===== src/rtl/ioctl_pkg.sv =====
// Shared definitions for the ioctl download path: address width, colour-PROM
// windows and the serialiser state encoding.
package ioctl_pkg;

   localparam int IOCTL_ADDR_W = 25;

   localparam logic [IOCTL_ADDR_W-1:0] PROM_R_BASE = 25'h80_000;
   localparam logic [IOCTL_ADDR_W-1:0] PROM_G_BASE = 25'h80_400;
   localparam logic [IOCTL_ADDR_W-1:0] PROM_B_BASE = 25'h80_800;
   localparam logic [IOCTL_ADDR_W-1:0] PROM_SIZE   = 25'h400;

   typedef enum logic [1:0] {
      IDLE = 2'd0,
      EMIT = 2'd1,
      GAP  = 2'd2
   } tx_state_t;

endpackage


===== src/rtl/sync_fifo_word.sv =====
// Small synchronous word FIFO. The head of the queue is kept in a register so
// the consumer sees the oldest word as a flop output the cycle after it lands.
module sync_fifo_word #(
   parameter int WIDTH = 57,
   parameter int DEPTH = 4
) (
   input  logic             clk,
   input  logic             rst,
   input  logic             push,
   input  logic [WIDTH-1:0] push_data,
   input  logic             pop,
   output logic [WIDTH-1:0] head_data,
   output logic             full,
   output logic             empty
);

   localparam int AW = $clog2(DEPTH);
   localparam logic [AW:0] FULL_CNT = (AW+1)'(DEPTH);

   logic [WIDTH-1:0] mem [DEPTH];
   logic [AW-1:0]    wr_ptr;
   logic [AW-1:0]    rd_ptr;
   logic [AW-1:0]    rd_ptr_nx;
   logic [AW:0]      count;
   logic             do_push;
   logic             do_pop;

   assign full    = (count == FULL_CNT);
   assign empty   = (count == '0);
   assign do_push = push & ~full;
   assign do_pop  = pop & ~empty;

   // Read pointer as it will stand after this edge, used to preload the head.
   always_comb begin
      rd_ptr_nx = rd_ptr;
      if (do_pop) rd_ptr_nx = rd_ptr + 1'b1;
   end

   // Storage array; no reset needed since occupancy is tracked by count.
   always_ff @(posedge clk) begin
      if (do_push) mem[wr_ptr] <= push_data;
   end

   // Pointers and occupancy count.
   always_ff @(posedge clk) begin
      if (rst) begin
         wr_ptr <= '0;
         rd_ptr <= '0;
         count  <= '0;
      end else begin
         if (do_push) wr_ptr <= wr_ptr + 1'b1;
         rd_ptr <= rd_ptr_nx;
         case ({do_push, do_pop})
            2'b10:   count <= count + 1'b1;
            2'b01:   count <= count - 1'b1;
            default: count <= count;
         endcase
      end
   end

   // Head register; a push landing in the next head slot is forwarded directly.
   always_ff @(posedge clk) begin
      if (rst) begin
         head_data <= '0;
      end else if (do_push && (wr_ptr == rd_ptr_nx)) begin
         head_data <= push_data;
      end else begin
         head_data <= mem[rd_ptr_nx];
      end
   end

endmodule


===== src/rtl/ioctl_bridge_tx.sv =====
// Transmit side of the byte-wide ioctl download port: buffers 32-bit words and
// replays each one as four spaced byte writes at consecutive addresses.
module ioctl_bridge_tx
   import ioctl_pkg::*;
#(
   parameter int FIFO_DEPTH = 4,
   parameter int WR_GAP     = 3,
   parameter int ADDR_W     = IOCTL_ADDR_W
) (
   input  logic              clk,
   input  logic              rst,
   input  logic              dl_active,
   input  logic              in_valid,
   output logic              in_ready,
   input  logic [ADDR_W-1:0] in_addr,
   input  logic [31:0]       in_data,
   output logic              ioctl_download,
   output logic [ADDR_W-1:0] ioctl_addr,
   output logic [7:0]        ioctl_data,
   output logic              ioctl_wr,
   output logic              busy
);

   localparam int WORD_W = ADDR_W + 32;

   tx_state_t         state;
   tx_state_t         state_nx;
   logic [WORD_W-1:0] push_word;
   logic [WORD_W-1:0] head_word;
   logic              fifo_full;
   logic              fifo_empty;
   logic              push;
   logic              pop;
   logic              load_first;
   logic              load_next;
   logic              gap_load;
   logic [ADDR_W-3:0] base_hi;
   logic [23:0]       shift_reg;
   logic [1:0]        byte_idx;
   logic [3:0]        gap_cnt;
   logic [ADDR_W-1:0] addr_q;
   logic [7:0]        data_q;
   logic              dl_q;
   logic              busy_int;
   logic              unused_bits;

   assign push_word   = {in_addr[ADDR_W-1:2], 2'b00, in_data};
   assign unused_bits = ^{in_addr[1:0], head_word[33:32]};
   assign in_ready    = ~fifo_full & ~rst;
   assign push        = in_valid & in_ready;
   assign busy_int    = ~fifo_empty | (state != IDLE);

   assign ioctl_wr       = (state == EMIT) & ~rst;
   assign ioctl_addr     = rst ? '0 : addr_q;
   assign ioctl_data     = rst ? '0 : data_q;
   assign ioctl_download = dl_q & ~rst;
   assign busy           = busy_int & ~rst;

   sync_fifo_word #(
      .WIDTH (WORD_W),
      .DEPTH (FIFO_DEPTH)
   ) u_fifo (
      .clk       (clk),
      .rst       (rst),
      .push      (push),
      .push_data (push_word),
      .pop       (pop),
      .head_data (head_word),
      .full      (fifo_full),
      .empty     (fifo_empty)
   );

   // Serialiser state register.
   always_ff @(posedge clk) begin
      if (rst) state <= IDLE;
      else     state <= state_nx;
   end

   // Next state plus the load/pop strobes that steer the datapath.
   always_comb begin
      state_nx   = state;
      pop        = 1'b0;
      load_first = 1'b0;
      load_next  = 1'b0;
      gap_load   = 1'b0;
      case (state)
         IDLE: begin
            if (!fifo_empty) begin
               pop        = 1'b1;
               load_first = 1'b1;
               state_nx   = EMIT;
            end
         end
         EMIT: begin
            if (WR_GAP > 0) begin
               gap_load = 1'b1;
               state_nx = GAP;
            end else if (byte_idx == 2'd3) begin
               state_nx = IDLE;
            end else begin
               load_next = 1'b1;
               state_nx  = EMIT;
            end
         end
         GAP: begin
            if (gap_cnt == 4'd1) begin
               if (byte_idx == 2'd3) begin
                  state_nx = IDLE;
               end else begin
                  load_next = 1'b1;
                  state_nx  = EMIT;
               end
            end
         end
         default: state_nx = IDLE;
      endcase
   end

   // Byte datapath: outputs only move when a strobe cycle is being entered.
   always_ff @(posedge clk) begin
      if (rst) begin
         base_hi   <= '0;
         shift_reg <= '0;
         byte_idx  <= '0;
         addr_q    <= '0;
         data_q    <= '0;
      end else if (load_first) begin
         base_hi   <= head_word[WORD_W-1:34];
         addr_q    <= {head_word[WORD_W-1:34], 2'b00};
         data_q    <= head_word[31:24];
         shift_reg <= head_word[23:0];
         byte_idx  <= 2'd0;
      end else if (load_next) begin
         addr_q    <= {base_hi, byte_idx + 2'd1};
         data_q    <= shift_reg[23:16];
         shift_reg <= {shift_reg[15:0], 8'h00};
         byte_idx  <= byte_idx + 2'd1;
      end
   end

   // Idle-spacing counter between write strobes.
   always_ff @(posedge clk) begin
      if (rst)                gap_cnt <= '0;
      else if (gap_load)      gap_cnt <= 4'(WR_GAP);
      else if (state == GAP)  gap_cnt <= gap_cnt - 4'd1;
   end

   // Download window stays open until the bridge is done and we have drained.
   always_ff @(posedge clk) begin
      if (rst) dl_q <= 1'b0;
      else     dl_q <= dl_active | (dl_q & busy_int);
   end

endmodule


===== config.mk =====
export PLATFORM = sky130hd
export DESIGN_NAME = ioctl_bridge_tx
export DESIGN_NICKNAME = d
export VERILOG_FILES = /design/src/rtl/ioctl_pkg.sv /design/src/rtl/sync_fifo_word.sv /design/src/rtl/ioctl_bridge_tx.sv
export SDC_FILE = /design/constraint.sdc
export NUM_CORES = 1
export LEC_CHECK = 0
export BUFFER_PORTS_ARGS = -buffer_cell sky130_fd_sc_hd__buf_2
export CAP_MARGIN = 20
export CORE_ASPECT_RATIO = 0.9
export CORE_MARGIN = 4
export CORE_UTILIZATION = 46
export CTS_CLUSTER_DIAMETER = 50
export DETAILED_ROUTE_END_ITERATION = 8
export PLACE_DENSITY = 0.66
export SLEW_MARGIN = 20
export SYNTH_ARGS = -nofsm -noshare
export SYNTH_HDL_FRONTEND = slang
export SYNTH_SLANG_ARGS = --single-unit

===== constraint.sdc =====
create_clock -name clk -period 3.1 [get_ports clk]
set_input_delay 0.31 -clock clk [delete_from_list [all_inputs] [get_ports clk]]
set_output_delay 0.31 -clock clk [all_outputs]
set_load 0.01 [all_outputs]

==> flow_summary.ini, run 1 <==
[timing]
final.setup.worst_slack_ps = 455.5
relSlewSlack_pct = 33.26
holdWs_ps = 18.00
finalHoldViolCount = 0
worst_pin_slew_ps = 1001
period_needed_ps = 2645
rsz0062_at_grt = false
setup-tns-final_ps = 0
drv_slew = 0
setup_viol = 0
clock_skew_ps = 20.46
post-route-period-util_pct = 85.31
fmax_ghz = 0.3781

[final_layout]
top_register = u_fifo.mem
fin_util_pct = 53.70
areaGrowthSynthToFinish_pct = 14.79
top_regs = u_fifo.mem x220, u_fifo.head_data x55, addr_q x25
largest_reg_flops = 220
n_antenna_cell = 0
nNetsFinal = 1348
drive_gt1_share_pct = 19.22

[synthesis]
synth.net_count = 1275
synth_area_leader_cell = edfxtp_1
syn_inst = 1201
synth-edff-count = 220
avgSynthCellArea_um2 = 12.45
syn-cell-area_mm2 = 0.01495
synthTopCellsByArea = edfxtp_1, dfxtp_1, mux2_2
synth_top_area_share_pct = 44.18
yosysUniqueCellTypes = 41
synthArstFlopShare_pct = 0
yosysSeqAreaShare_pct = 64.13
ys_ff_latch = 369
ys.flop_type = edfxtp_1
synth_warnings = 0

[floorplan]
fp.dieW_um = 198.0
die_h_um = 179.0
start_util_pct = 46.78
core_mm2 = 0.03196
io_pins = 98
die_area_mm2 = 0.03546
num_rows = 62

[clock_tree]
htree_levels = 2
numCtsBuffers = 40
clk_pin_slew_ps = 60
clk_latency_ps = 520
clockBufferDepth = 3
postCtsSetupBuffers = 0
cts_root_buffer = clkbuf_16
cts_sinks = 369
tritoncts = done
post_cts_resized = 0

[route]
wire_per_inst_um = 19.42
drc = 0
drtIter0Drc = 638
ant_nets = 0
drtPass1Iterations = 5
vias_per_cell = 5.590
route.vias.total = 9626
wl_um = 33440

[grt]
grt_usage_pct = 18.60
grt_pass1_wl_um = 52580
grt_pass1_vias = 9541
globalRouteOverflowTotal = 0
grt_start_max_net_pins = 186
antenna_found_initial = 2

[hold_path]
holdCritPathClass = input port to register

[critical_path]
cp.required_ps = 3530
endpoint_kind = register
rrSetupSlack_ps = 460
arrival_ps = 3070
worstPathMaxFanout = 14
crit_type = register to register
startpoint_type = register

[place]
place_ws_ps = 468.5
gp_congestion = 0.7244
hpwl_um = 18890
io_buffers = 95

[power_and_ir_drop]
leakagePower_nw = 6.237
max-vdd-ir-drop_mv = 0.6775
p_per_area_mw_per_mm2 = 950.8

[flow_run]
cap_violations = 0

[run_status]
status = finished clean
==> cell type report <==
class                      instances  area, um2
clock buffer                      56       1135
clock inverter                    18      136.4
fill                            2720      14800
inverter                          12      45.04
multi-input combinational        725       4938
sequential                       369       9593
tap                              416      520.5
timing repair buffer             126      794.5
==> worst max-delay path, cell delays in order, from the launching register on <==
cell and delay [ps]:
dfxtp_1 340, inv_1 90, ha_1 310, nand2b_4 80
inv_2 260, buf_4 250, ha_1 200, inv_1 60
fa_1 370, xor2_1 150, or3_1 300, a21oi_1 150
==> stage by stage <==
stage	power [mW]	instance area (um2)	instances
after floorplan	10.30	14950	1201
after global placement	11.80	15870	1646
after detailed placement	11.89	15870	1646
after CTS	16.44	17160	1722
after global routing	17.28	17160	1722
final	16.32	17160	1722
==> cell usage after synthesis (2+ instances only) <==
library cell and number:
inv_1 11, a211oi_1 79, buf_6 5, xnor2_1 3, a21oi_1 51, a22oi_1 8, xor2_1 4, nor4_1 55
o221ai_1 55, mux2i_1 27, nand2_1 76, nor2b_1 90, dfxtp_1 149, nor3_1 5, nor2_1 101, edfxtp_1 220
or3_1 57, buf_2 12, nand2b_1 2, mux2_1 20, buf_1 5, nor4b_1 2, clkbuf_1 73, a31oi_1 3
mux2_2 58, ha_1 12, and3_1 4
==> worst paths after layout <==
path / end / startpoint / depth (start not counted)
worst max-delay path: u_fifo.count[2] / state[0] / 11
worst min-delay path: u_fifo.mem[1][14] / in_data[14] / 1
worst max register to register: u_fifo.count[2] / state[0] / 11
worst min register to register: base_hi[3] / base_hi[3] / 2
==> timing repair <==
| action | 4_1_cts | 5_1_grt |
|---|---|---|
| endpoints found under the hold margin | 2 | 0 |
| endpoints found under the setup margin | 0 | 0 |
| hold buffers | 2 | 0 |
==> cell usage in the layout, fill, tap and decap left out, types with 3 or more instances in the layout <==
| cell type | n |
|---|---|
| buf_12 | 6 |
| a21oi_1 | 51 |
| nor3_1 | 5 |
| mux2_1 | 20 |
| xor2_1 | 4 |
| nor2_1 | 101 |
| ha_1 | 12 |
| dfxtp_1 | 148 |
| o221ai_1 | 55 |
| buf_2 | 94 |
| and3_2 | 4 |
| clkbuf_1 | 12 |
| xnor2_1 | 3 |
| clkbuf_16 | 43 |
| buf_4 | 23 |
| a211oi_1 | 79 |
| edfxtp_1 | 220 |
| mux2_2 | 58 |
| clkinv_2 | 6 |
| nor4_1 | 55 |
| mux2i_1 | 27 |
| or3_1 | 56 |
| a22oi_1 | 8 |
| a31oi_1 | 3 |
| nor2b_1 | 90 |
| inv_1 | 11 |
| nand2_1 | 76 |
| clkinv_1 | 5 |
==> per-layer routing <==
metal | wire [um] | global-route usage, % | vias up
met1 | 15610 | 26.19 | 4687
met3 | 1667 | 3.138 | 42
met4 | 566 | 4.848 | 4
li1 | - | - | 4653
met5 | 26 | 0 | -
met2 | 15570 | 30.19 | 240
==> where the power goes <==
part | total, mW | internal, mW | switching [mW]
logic | 5.22 | 2.06 | 3.16
clock network | 4.52 | 2.66 | 1.86
registers | 6.57 | 6.12 | 0.451
==> logic make-up (layout without fill, tap and decap cells) <==
group / Yosys count / after routing / share of synthesized area (%)
fa+ha+maj: 13 / 13 / 1.138
simple gates: 397 / 397 / 13.68
buf+inv: 107 / 212 / 3.038
flops: 369 / 369 / 64.13
mux: 105 / 105 / 7.682
compound gates: 202 / 202 / 9.808
xor+xnor: 8 / 8 / 0.5189
(Power assumes the default switching activity.)
==> inputs of run 2 (changes only) <==
Settings changed: CORE_ASPECT_RATIO 0.9 to not set, GPL_TIMING_DRIVEN set to 0, SKIP_LAST_GASP set to 1.
==> run 2 against run 1 <==
Via count is 5.3% higher. Flip-flop and latch count unchanged. Largest power group unchanged. Routed wire length is 9.8% higher. Critical path depth down 1. Combinational power up 6.5%. Total power up 2.0%. Maximum frequency decreased by 11%. Sequential power is 0.6% lower. Register-to-register slack worse by 310 ps. Die area is essentially flat. Highest routed layer unchanged. First-iteration DRC count rose by 11%. Clock skew up 8.7 ps. Critical path type unchanged.
==> flow_summary.ini, run 2 (synthesis gave the netlist of run 1 again) <==
[timing]
finalHoldViolCount = 0
clock_skew_ps = 29.19
rsz0062_at_grt = false
worst_pin_slew_ps = 876.7
post-route-period-util_pct = 95.36
fmax_ghz = 0.3383
drv_slew = 0
setup-tns-final_ps = 0
holdWs_ps = 14.96
relSlewSlack_pct = 41.28
period_needed_ps = 2956
setup_viol = 0

[final_layout]
multi_input_area_mm2 = 0.004928
top_regs = u_fifo.mem x220, u_fifo.head_data x55, addr_q x25
mostFrequentLayoutCells = edfxtp_1, dfxtp_1, buf_2, nor2_1, nor2b_1
fin_cells = 1811
largest_reg_flops = 220
top_register = u_fifo.mem
areaGrowthSynthToFinish_pct = 16.47
final_common_cell = edfxtp_1
nNetsFinal = 1419
regArea_mm2 = 0.009589
drive_gt1_share_pct = 17.82
fillers = 2638

[power_and_ir_drop]
p_int_mw = 10.90
p_sw_mw = 5.751
p_comb_share_pct = 33.4
power_mw = 16.65
max-vdd-ir-drop_mv = 0.5389
clock_power_share_pct = 27.4
power_frac_seq_pct = 39.2
p_sw_share_pct = 34.53
leakagePower_nw = 6.285
p_per_area_mw_per_mm2 = 956.3

[floorplan]
fp.dieW_um = 188.3
start_util_pct = 47.02
io_pins = 98
die_h_um = 188.3
num_rows = 65
die_area_mm2 = 0.03545
core_mm2 = 0.03180

[clock_tree]
cts_sinks = 369
clk_pin_slew_ps = 60
clk_latency_ps = 540
numCtsBuffers = 39
cts_root_buffer = clkbuf_16
htree_levels = 2
tritoncts = done
clockBufferDepth = 3

[critical_path]
cp.required_ps = 3500
startpoint_type = register
endpoint_kind = register
reg2reg_depth = 10
arrival_ps = 3350
worstPathMaxFanout = 10
crit_type = register to register

[route]
wl_um = 36720
drtPass1Iterations = 5
wire_per_inst_um = 20.28
drc = 0
route.vias.total = 10140
ant_nets = 0
drtIter0Drc = 705
vias_per_cell = 5.596

[grt]
grt_usage_pct = 20.35
grt_pass1_vias = 10140
grt_start_max_net_pins = 36
globalRouteOverflowTotal = 0
grt_pass1_wl_um = 57620
antenna_found_initial = 2

[hold_path]
hold-path-cell-count = 1
holdCritPathClass = input port to register

[flow_run]
cap_violations = 0

[place]
io_buffers = 94
hpwl_um = 24060
dp.cells = 1734
gp_congestion = 0.7943

[run_status]
status = finished clean
[run 2: cell types whose count changed in the layout (fill, tap and decap cells not counted), moves of 5 or more]
cell / change
buf_2: +11
clkbuf_8: +5
buf_1: +5
buf_4: -21
clkbuf_1: +66
clkbuf_2: +5
[run 2: what timing repair did]
action	4_1_cts	5_1_grt
hold buffers	6	0
setup endpoints to repair	3	40
endpoints found under the hold margin	19	0
setup buffers	0	1
pin swaps	0	1
gates resized for setup	1	4
[run 2: layer usage]
layer / vias up / GRT usage, % / wire (um)
met2: 341 / 31.96 / 16850
met4: 2 / 6.250 / 958
li1: 4791 / - / -
met3: 66 / 3.279 / 2233
met5: - / 0 / 11
met1: 4935 / 29.31 / 16670
[run 2: layout make-up]
| cell class | instances | share of cell area (%) |
|---|---|---|
| timing repair buffer | 105 | 3.592 |
| clock inverter | 13 | 0.8047 |
| tap | 435 | 3.125 |
| sequential | 369 | 55.07 |
| clock buffer | 58 | 6.502 |
| inverter | 12 | 0.2587 |
| buffer | 93 | 2.335 |
| multi-input combinational | 725 | 28.30 |
| antenna | 1 | 0.01437 |
[run 2: power by group through the flow]
stage	clock network, mW	logic [mW]	registers, mW
2_1_floorplan	0	3.84	6.46
3_3_place_gp	0	5.41	6.62
3_5_place_dp	0	5.51	6.62
4_1_cts	4.62	5.56	6.52
5_1_grt	4.86	6.11	6.61
6_report	4.56	5.56	6.53
[run 2: worst paths after layout]
path	start	to	slack, ps
max	state[0]	u_fifo.head_data[24]	140
min	in_data[10]	u_fifo.mem[0][10]	10
max reg2reg	state[0]	u_fifo.head_data[24]	140
min reg2reg	base_hi[9]	base_hi[9]	450
[run 2: critical path, stage by stage, from the launching register on]
cell,delay [ps]
dfxtp_1,390
inv_1,90
ha_1,290
nand2b_1,90
buf_2,220
inv_2,100
xnor2_2,170
nor2_1,100
o31ai_4,730
buf_6,260
mux2_2,380
[run 2: metrics by stage]
| step | worst slack [ps] | utilization (%) | instance area (um2) |
|---|---|---|---|
| floorplan | 221.4 | - | 14950 |
| global placement | -851.0 | 50.21 | 15970 |
| detailed placement | -717.0 | 50.55 | 16070 |
| CTS | 92.87 | 54.72 | 17400 |
| global route | 8.402 | 54.76 | 17410 |
| finish | 144.0 | 54.76 | 17410 |
